File: src/rtl/alu_op_sequencer_pkg.sv
// ============================================================================
// Module   : alu_op_sequencer_pkg
// Brief    : Shared ISA opcode encodings, ALU mode encodings and sequencer
//            state encodings for the immediate-operand ALU sequencer.
// Revision : 1.0 - initial release
// ============================================================================
`default_nettype none

package alu_op_sequencer_pkg;

   // Instruction opcodes (immediate-operand group plus move-immediate)
   localparam logic [3:0] OP_MI  = 4'b0010;
   localparam logic [3:0] OP_ORI = 4'b1001;
   localparam logic [3:0] OP_XRI = 4'b1011;
   localparam logic [3:0] OP_SMI = 4'b1100;
   localparam logic [3:0] OP_SBI = 4'b1101;
   localparam logic [3:0] OP_ANI = 4'b1110;
   localparam logic [3:0] OP_CMI = 4'b1111;

   // ALU mode encodings presented on the mode output
   localparam logic [2:0] MODE_ADD = 3'b000;
   localparam logic [2:0] MODE_SUB = 3'b001;
   localparam logic [2:0] MODE_AND = 3'b100;
   localparam logic [2:0] MODE_OR  = 3'b101;
   localparam logic [2:0] MODE_XOR = 3'b110;
   localparam logic [2:0] MODE_CMP = 3'b111;

   // Sequencer states
   typedef enum logic [2:0] {
      ST_IDLE = 3'd0,
      ST_READ = 3'd1,
      ST_ALU  = 3'd2,
      ST_CAP  = 3'd3,
      ST_WB   = 3'd4,
      ST_DONE = 3'd5
   } state_e;

endpackage : alu_op_sequencer_pkg

`default_nettype wire

File: src/rtl/alu_op_sequencer_decode.sv
// ============================================================================
// Module   : alu_op_decode
// Brief    : Combinational opcode decoder. Classifies an opcode as an ALU
//            operation (with its mode), a compare, a move-immediate or an
//            illegal encoding.
// Revision : 1.0 - initial release
// ============================================================================
`default_nettype none

module alu_op_decode
   import alu_op_sequencer_pkg::*;
(
   input  logic [3:0] opcode,
   output logic [2:0] mode,
   output logic       is_alu,
   output logic       is_cmp,
   output logic       is_mov,
   output logic       illegal
);

   // Opcode classification; anything not listed is reported as illegal
   always_comb begin
      mode    = MODE_ADD;
      is_alu  = 1'b0;
      is_cmp  = 1'b0;
      is_mov  = 1'b0;
      illegal = 1'b0;
      case (opcode)
         OP_SMI: begin
            mode   = MODE_ADD;
            is_alu = 1'b1;
         end
         OP_SBI: begin
            mode   = MODE_SUB;
            is_alu = 1'b1;
         end
         OP_ANI: begin
            mode   = MODE_AND;
            is_alu = 1'b1;
         end
         OP_ORI: begin
            mode   = MODE_OR;
            is_alu = 1'b1;
         end
         OP_XRI: begin
            mode   = MODE_XOR;
            is_alu = 1'b1;
         end
         OP_CMI: begin
            mode   = MODE_CMP;
            is_alu = 1'b1;
            is_cmp = 1'b1;
         end
         OP_MI: begin
            is_mov = 1'b1;
         end
         default: begin
            illegal = 1'b1;
         end
      endcase
   end

endmodule : alu_op_decode

`default_nettype wire

File: src/rtl/alu_op_sequencer.sv
// ============================================================================
// Module   : alu_op_sequencer
// Brief    : Control sequencer for immediate-operand ALU instructions. Reads
//            rs, runs the ALU against the immediate, captures result and
//            flags, and writes the result back to rd. Compares update flags
//            only; move-immediate writes imm directly; illegal opcodes
//            complete immediately with the illegal indication.
// Revision : 1.0 - initial release
// ============================================================================
`default_nettype none

module alu_op_sequencer
   import alu_op_sequencer_pkg::*;
#(
   parameter int DATA_W   = 8,
   parameter int SEL_W    = 2,
   parameter int ALU_WAIT = 1
) (
   input  logic              clk,
   input  logic              reset,
   input  logic              start,
   input  logic [3:0]        opcode,
   input  logic [DATA_W-1:0] imm,
   input  logic [SEL_W-1:0]  rs,
   input  logic [SEL_W-1:0]  rd,
   input  logic [DATA_W-1:0] alu_result,
   input  logic              alu_zero,
   input  logic              alu_carry,
   output logic [SEL_W-1:0]  register_select,
   output logic              mem_enable,
   output logic              read_write,
   output logic [DATA_W-1:0] data_bus_in,
   output logic              alu_enable,
   output logic [2:0]        mode,
   output logic [DATA_W-1:0] immediate_input,
   output logic              busy,
   output logic              done,
   output logic              illegal,
   output logic              zero_flag,
   output logic              carry_flag
);

   // The wait counter only ever holds values 0 .. ALU_WAIT-1
   localparam int               CNT_W    = (ALU_WAIT > 1) ? $clog2(ALU_WAIT) : 1;
   localparam logic [CNT_W-1:0] CNT_LOAD = CNT_W'(ALU_WAIT - 1);

   // Decoder outputs for the opcode currently presented at the input
   logic [2:0] dec_mode;
   logic       dec_is_alu;
   logic       dec_is_cmp;
   logic       dec_is_mov;
   logic       dec_illegal;

   // Sequencer state and instruction latches
   state_e            state_q,   state_d;
   logic [CNT_W-1:0]  cnt_q,     cnt_d;
   logic [2:0]        mode_q,    mode_d;
   logic              cmp_q,     cmp_d;
   logic              illegal_q, illegal_d;
   logic [DATA_W-1:0] imm_q,     imm_d;
   logic [SEL_W-1:0]  rs_q,      rs_d;
   logic [SEL_W-1:0]  rd_q,      rd_d;

   // Result and flag capture; result_q doubles as the write-back data
   logic [DATA_W-1:0] result_q,  result_d;
   logic              zero_q,    zero_d;
   logic              carry_q,   carry_d;

   alu_op_decode u_decode (
      .opcode  (opcode),
      .mode    (dec_mode),
      .is_alu  (dec_is_alu),
      .is_cmp  (dec_is_cmp),
      .is_mov  (dec_is_mov),
      .illegal (dec_illegal)
   );

   // State register and all capture registers; reset aborts any operation
   always_ff @(posedge clk) begin
      if (reset) begin
         state_q   <= ST_IDLE;
         cnt_q     <= '0;
         mode_q    <= '0;
         cmp_q     <= 1'b0;
         illegal_q <= 1'b0;
         imm_q     <= '0;
         rs_q      <= '0;
         rd_q      <= '0;
         result_q  <= '0;
         zero_q    <= 1'b0;
         carry_q   <= 1'b0;
      end else begin
         state_q   <= state_d;
         cnt_q     <= cnt_d;
         mode_q    <= mode_d;
         cmp_q     <= cmp_d;
         illegal_q <= illegal_d;
         imm_q     <= imm_d;
         rs_q      <= rs_d;
         rd_q      <= rd_d;
         result_q  <= result_d;
         zero_q    <= zero_d;
         carry_q   <= carry_d;
      end
   end

   // Next-state logic and per-state control outputs
   always_comb begin
      state_d         = state_q;
      cnt_d           = cnt_q;
      mode_d          = mode_q;
      cmp_d           = cmp_q;
      illegal_d       = illegal_q;
      imm_d           = imm_q;
      rs_d            = rs_q;
      rd_d            = rd_q;
      result_d        = result_q;
      zero_d          = zero_q;
      carry_d         = carry_q;

      register_select = '0;
      mem_enable      = 1'b0;
      read_write      = 1'b1;
      data_bus_in     = '0;
      alu_enable      = 1'b0;
      mode            = '0;
      immediate_input = '0;
      done            = 1'b0;
      illegal         = 1'b0;

      case (state_q)
         ST_IDLE: begin
            if (start) begin
               imm_d     = imm;
               rs_d      = rs;
               rd_d      = rd;
               mode_d    = dec_mode;
               cmp_d     = dec_is_cmp;
               illegal_d = dec_illegal;
               if (dec_is_mov) begin
                  // Move-immediate skips the ALU: imm goes straight to write-back
                  result_d = imm;
                  state_d  = ST_WB;
               end else if (dec_is_alu) begin
                  state_d  = ST_READ;
               end else begin
                  state_d  = ST_DONE;
               end
            end
         end

         ST_READ: begin
            mem_enable      = 1'b1;
            read_write      = 1'b1;
            register_select = rs_q;
            mode            = mode_q;
            immediate_input = imm_q;
            cnt_d           = CNT_LOAD;
            state_d         = ST_ALU;
         end

         ST_ALU: begin
            alu_enable      = 1'b1;
            register_select = rs_q;
            mode            = mode_q;
            immediate_input = imm_q;
            if (cnt_q == '0) begin
               state_d = ST_CAP;
            end else begin
               cnt_d = cnt_q - CNT_W'(1);
            end
         end

         ST_CAP: begin
            // Operands stay on the ALU inputs so the result is still valid here
            register_select = rs_q;
            mode            = mode_q;
            immediate_input = imm_q;
            result_d        = alu_result;
            zero_d          = alu_zero;
            carry_d         = alu_carry;
            state_d         = cmp_q ? ST_DONE : ST_WB;
         end

         ST_WB: begin
            mem_enable      = 1'b1;
            read_write      = 1'b0;
            register_select = rd_q;
            data_bus_in     = result_q;
            state_d         = ST_DONE;
         end

         ST_DONE: begin
            // start is deliberately not sampled here
            done    = 1'b1;
            illegal = illegal_q;
            state_d = ST_IDLE;
         end

         default: begin
            state_d = ST_IDLE;
         end
      endcase
   end

   assign busy       = (state_q != ST_IDLE);
   assign zero_flag  = zero_q;
   assign carry_flag = carry_q;

endmodule : alu_op_sequencer

`default_nettype wire

File: config.mk
export PLATFORM = sky130hd
export DESIGN_NAME = alu_op_sequencer
export DESIGN_NICKNAME = d
export VERILOG_FILES = /design/src/rtl/alu_op_sequencer_pkg.sv /design/src/rtl/alu_op_sequencer_decode.sv /design/src/rtl/alu_op_sequencer.sv
export SDC_FILE = /design/constraint.sdc
export NUM_CORES = 1
export LEC_CHECK = 0
export CAP_MARGIN = 40
export CORE_UTILIZATION = 33
export CTS_BUF_LIST = sky130_fd_sc_hd__clkbuf_4 sky130_fd_sc_hd__clkbuf_8 sky130_fd_sc_hd__clkbuf_16
export CTS_CLUSTER_DIAMETER = 100
export DETAILED_ROUTE_END_ITERATION = 7
export PLACE_DENSITY = 0.75
export SYNTH_ARGS = -nofsm -noshare
export SYNTH_HDL_FRONTEND = slang
export SYNTH_SLANG_ARGS = --single-unit
File: constraint.sdc
create_clock -name clk -period 1.7 [get_ports clk]
set_clock_uncertainty 0.2 [all_clocks]
set_input_delay 0.17 -clock clk [delete_from_list [all_inputs] [get_ports clk]]
set_output_delay 0.17 -clock clk [all_outputs]
set_load 0.05 [all_outputs]
# Word-level counts from Yosys, hierarchy flattened
# Cells that the tools add are included.
[totals]
ff_bits = 31
latch_bits = 0
ramBits = 0
romBits = 0
input_bits = 29
out_inout_bits = 29
word_cells = 63
n_memories = 0
[op_classes]
addsub = 1
mul = 0
div_mod_pow = 0
n_lt_le_gt_ge = 0
n_eq_ne = 15
shift = 0
mux = 25
bitwise = 0
n_reduce_logical = 11
[op_table]
columns = ["op", "n"]
rows = [
  ["two-way mux 8 bit", 4],
  ["one-hot mux 3 bit (5 select lines)", 2],
  ["== test 4 bit, second input constant", 6],
  ["one-hot mux 8 bit (2 select lines)", 1],
  ["two-way mux 3 bit", 5],
  ["two-way mux 1 bit", 11],
  ["OR reduction 7 bit", 1],
  ["== test 3 x 2 -> 1 bit, second input constant", 2],
  ["== test 3 bit, second input constant", 2],
  ["inequality test 2 bit, second input constant", 3],
  ["OR reduction 6 bit", 1],
  ["== test 4 x 2 -> 1 bit, second input constant", 1],
  ["one-hot mux 2 bit (2 select lines)", 1],
  ["AND reduction 2 bit", 2],
  ["nonzero test 2 bit", 2],
  ["== test 3 x 1 -> 1 bit, second input constant", 1],
  ["zero test 3 bit", 1],
  ["AND reduction 3 bit", 1],
  ["nonzero test 3 bit", 1],
  ["OR reduction 3 bit", 1],
  ["one-hot mux 1 bit (2 select lines)", 1],
  ["OR reduction 2 bit", 1],
  ["subtractor 1 bit, second input constant", 1],
]

# Logic depth before layout (Yosys ltp)
[logic_depth]
ltp_word = 7
mapped_depth = 5
depth_no_buf = 3

# Modules after synthesis
# A second synthesis with hierarchy kept.
[hier_totals]
cells_unflattened = 195
hier_area_um2 = 1584.0
[by_module_without_submodules]
columns = ["module", "instances", "cells_each", "area_each_um2", "seq_area_each_um2"]
rows = [
  ["alu_op_sequencer", 1, 185, 1506.4, 600.6],
  ["alu_op_decode", 1, 10, 77.6, 0.0],
]

# Least setup slack after synthesis
# Ideal clock, no wire load.
[synth_path]
path_kind = "register to output"
startpoint = "register state_q[2]"
endpoint = "output port alu_enable"
t_arrival_ns = 1.816
path_slack_ns = -0.486
path_stages_with_launch = 4
n_path_buf = 2
cell_sequence = "dfxtp_1 buf_2 clkbuf_1 nor3b_1"
[synth_via]
elab_chain_len = 2
[synth_rtl]
columns = ["element", "line_no", "rtl"]
rows = [
  ["from (decl)", "alu_op_sequencer.sv:55", "state_e state_q, state_d;"],
  ["from (signal assigned)", "alu_op_sequencer.sv:93", "state_q <= state_d;"],
  ["== test 3 x 2 -> 1 bit", "alu_op_sequencer.sv:131", "case (state_q)"],
  ["two-way mux 1 bit", "alu_op_sequencer.sv:131", ""],
  ["to (decl)", "alu_op_sequencer.sv:33", "output logic alu_enable,"],
]
# Every way passes these cells.

# Final worst setup path
[layout_path]
startpoint = "register state_q[1]"
endpoint = "register result_q[2]"
[layout_via]
elab_chain_len = 3
elab_cells_between_ends = 7
cone_classes = "3 x eq/ne; 1 x mux; 3 x reduce/logical"
[layout_rtl]
columns = ["element", "line_no", "rtl"]
rows = [
  ["== test 3 x 2 -> 1 bit / zero test 3 bit (equally long branches)", "alu_op_sequencer.sv:131", ""],
  ["nonzero test 2 bit (no line) / inequality test 2 bit (equally long branches)", "-", ""],
  ["AND reduction 3 bit (no line)", "-", ""],
  ["to (signal assigned)", "alu_op_sequencer.sv:101", "result_q <= result_d;"],
  ["to (decl)", "alu_op_sequencer.sv:65", "logic [DATA_W-1:0] result_q, result_d;"],
]
# Parallel ways exist; a longest one is shown, timed or not.
# A chain may end at the register's enable or synchronous reset.

==> impl_metrics.csv <==
group,metric,value,unit
placed_design,place_congestion,0.8146,
clock_network,tritoncts,"done",
logic_synthesis,ys_top_cells_by_count,"nand2_1, dfxtp_1, a21oi_1, and2_1, and3_1",
power_and_ir_drop,p_per_area,936.3,nW/um^2
critical_path,path_class,"flip-flop to flip-flop",
critical_path,worst_ep_required_time,1.68,ns
grt,grt_pass1_vias,1549,
route,vias,1616,
route,routed_via_density,5.179,
power_and_ir_drop,p_leak,1.094,nW
logic_synthesis,synth.top_cell.area_share,40.78,%
placed_design,dp_cells,295,
timing,slew_headroom,74.48,%
logic_synthesis,ys_ff_latch,30,
grt,grt_pass1_wl,7210,um
logic_synthesis,synth_cell_types,32,
logic_synthesis,ys.flop_type,"dfxtp_1",
critical_path,reg2regPathDepth,7,
critical_path,cp.arrival,1.72,ns
timing,setup_viol,5,
timing,post-route-min-period,1.732,ns
timing,setup_slack,-0.03187,ns
clock_network,cts_max_level,2,
route,drtIter0Drc,94,
route,drc_errors,0,
logic_synthesis,synth.avg_cell_area,7.960,um^2
placed_design,placed_area,2465,um^2
timing,tightest_slew,0.3731,ns
floorplan,die_h,68.80,um
route,wl_met2,2282,um
logic_synthesis,syn-num-nets,214,
floorplan,row_count,23,
route,first_pass_iters,4,
floorplan,coreArea,4144,um^2
logic_synthesis,synthArstFlopShare,0,%
run,cap_violations,0,
critical_path,reg2reg_to,"result_q[2]",
grt,grt_start_max_net_pins,26,
clock_network,clkTransAtPathRegs,0.06,ns
clock_network,clock_latency,0.29,ns
cells_and_area,finalNonFillerCells,312,
logic_synthesis,synth.most_common_cell,"nand2_1",
cells_and_area,insertedDiodeCount,0,
route,top_layer,"met4",
route,wl,4581,um
cells_and_area,drive_gt1_share,40.84,%
worst_hold_path,hold_depth,3,
worst_hold_path,hold_path_class,"input port to flip-flop",
logic_synthesis,ys_seq_area_share,40.78,%
grt,antenna_found_initial,0,
outcome,status,"complete, but fails checks",
clock_network,clock-sinks,30,
floorplan,dieArea,4733,um^2
floorplan,io_pins,58,
logic_synthesis,synth_area,1473,um^2
critical_path,critPathCaptureType,"flip-flop",
route,ant_nets,0,
critical_path,rrSetupSlack,-0.03,ns
cells_and_area,fin_area,2835,um^2
route,wl_met1,1922,um
worst_hold_path,worstHoldEndpoint,"carry_flag",
logic_synthesis,synth.area.top_cells,"dfxtp_1, nand2_1, a21oi_1",
timing,finalHoldViolations,0,
route,met3WireLength,335,um
critical_path,crit_fanout,7,
power_and_ir_drop,vdd_ir_drop_max,616.8,uV
clock_network,clockRootBuffer,"clkbuf_8",
logic_synthesis,ys_warn_count,0,
clock_network,cts_max_path_buffers,2,
floorplan,initial_core_util,35.54,%
placed_design,io_buffers,57,
grt,grt-ovfl-total,0,
critical_path,timing.rr.start,"state_q[1]",
worst_hold_path,hp-start,"alu_carry",
critical_path,start_kind,"flip-flop",
timing,finalMaxSlewViolations,0,
placed_design,place_ws,-0.2135,ns
cells_and_area,areaGrowthSynthToFinish,92.52,%
timing,min_period_over_period,101.9,%
clock_network,numCtsBuffers,5,
timing,rsz0062_at_grt,"true",
route,wl_per_cell,14.68,um
logic_synthesis,synth_edf_count,0,
placed_design,hpwl,2952,um
floorplan,die_x,68.80,um
grt,gr-usage-all-layers,20.70,%
logic_synthesis,synth_cells,185,
cells_and_area,fin_nets,291,
logic_synthesis,yosysTopAreaCell,"dfxtp_1",
timing,fmax,577.4,MHz
outcome,violations,"setup timing",
## layout by cell type, fill, tap and decap left out, drive strengths merged, types with 4 or more instances in the layout
| cell type | instances |
|---|---|
| and2 | 13 |
| nor4 | 4 |
| and3 | 9 |
| clkbuf | 7 |
| a21oi | 20 |
| buf | 57 |
| o21ai | 6 |
| nand3 | 7 |
| a211oi | 4 |
| a31oi | 4 |
| nand2 | 34 |
| dfxtp | 30 |
| o21bai | 5 |
| nor3 | 6 |
| nor2 | 7 |
| clkdlybuf4s50 | 28 |
## sequential cells by signal (all words and copies together) (netlist names)
register,count
carry_flag,1
cmp_q,1
illegal_q,1
imm_q,8
mode_q,3
rd_q,2
result_q,8
rs_q,2
state_q,3
zero_flag,1
## kinds of logic after synthesis
| logic type | Yosys count | synth area share, % |
|---|---|---|
| and+or+nand+nor | 89 | 32.54 |
| AOI/OAI and AO/OA | 44 | 18.01 |
| DFF | 30 | 40.78 |
| buffers and inverters | 19 | 6.712 |
| xor gates and xnor gates | 2 | 1.190 |
| muxes | 1 | 0.7646 |
## layer usage
layer | up-vias | global-route usage, %
met1 | 749 | 26.15
li1 | 799 | -
met2 | 63 | 33.95
met3 | 5 | 6.414
met4 | 0 | 5.612
met5 | - | 0
## final cells by class
class | count | area, um^2
clock buffer | 5 | 68.82
sequential | 30 | 609.3
multi-input combinational | 136 | 934.6
tap | 50 | 62.56
fill | 309 | 1309
timing repair buffer | 87 | 1142
inverter | 2 | 7.507
clock inverter | 2 | 10.01
## critical path, cell delays in order (launching register included)
cell	delay, ns
dfxtp_4	0.36
buf_6	0.13
buf_6	0.11
nor4b_4	0.25
buf_6	0.17
buf_12	0.13
a211oi_1	0.07
nor4_1	0.21
## worst max path at each step
| stage | startpoint | end | slack, ns | cells after the start |
|---|---|---|---|---|
| after floorplan | state_q[2] | alu_enable | 0.003 | 3 |
| after global placement | start | result_q[2] | -0.20 | 5 |
| after CTS | state_q[0] | illegal | -0.04 | 4 |
| after detailed placement | start | result_q[1] | -0.21 | 5 |
| final | state_q[1] | result_q[2] | -0.03 | 7 |
| after global routing | state_q[1] | result_q[2] | -0.13 | 7 |
## where the power goes
| group | switching [mW] | internal (mW) |
|---|---|---|
| clock | 0.267 | 0.274 |
| combinational | 0.634 | 0.634 |
| sequential | 0.0601 | 0.786 |
## metrics by stage
step	utilization, %	total power [mW]	setup TNS (ns)	hold WS, ns
2_1_floorplan	-	1.402	0	0.1060
3_3_place_gp	59.48	1.854	-3.663	0.2359
3_5_place_dp	59.48	1.871	-4.667	0.2452
4_1_cts	64.31	2.520	-0.05790	0.2257
5_1_grt	68.42	2.790	-1.233	0.2469
6_report	68.42	2.655	-0.05255	0.2232
## what timing repair did
| action | in CTS | in global routing |
|---|---|---|
| resized for setup | 22 | 20 |
| hold buffers | 0 | 0 |
| endpoints found under the setup margin | 23 | 40 |
| endpoints found under the hold margin | 0 | 0 |
| pin swaps | 4 | 9 |
| cloned | 0 | 2 |
| buffers inserted | 6 | 3 |
Power figures use the tool's default switching activity.
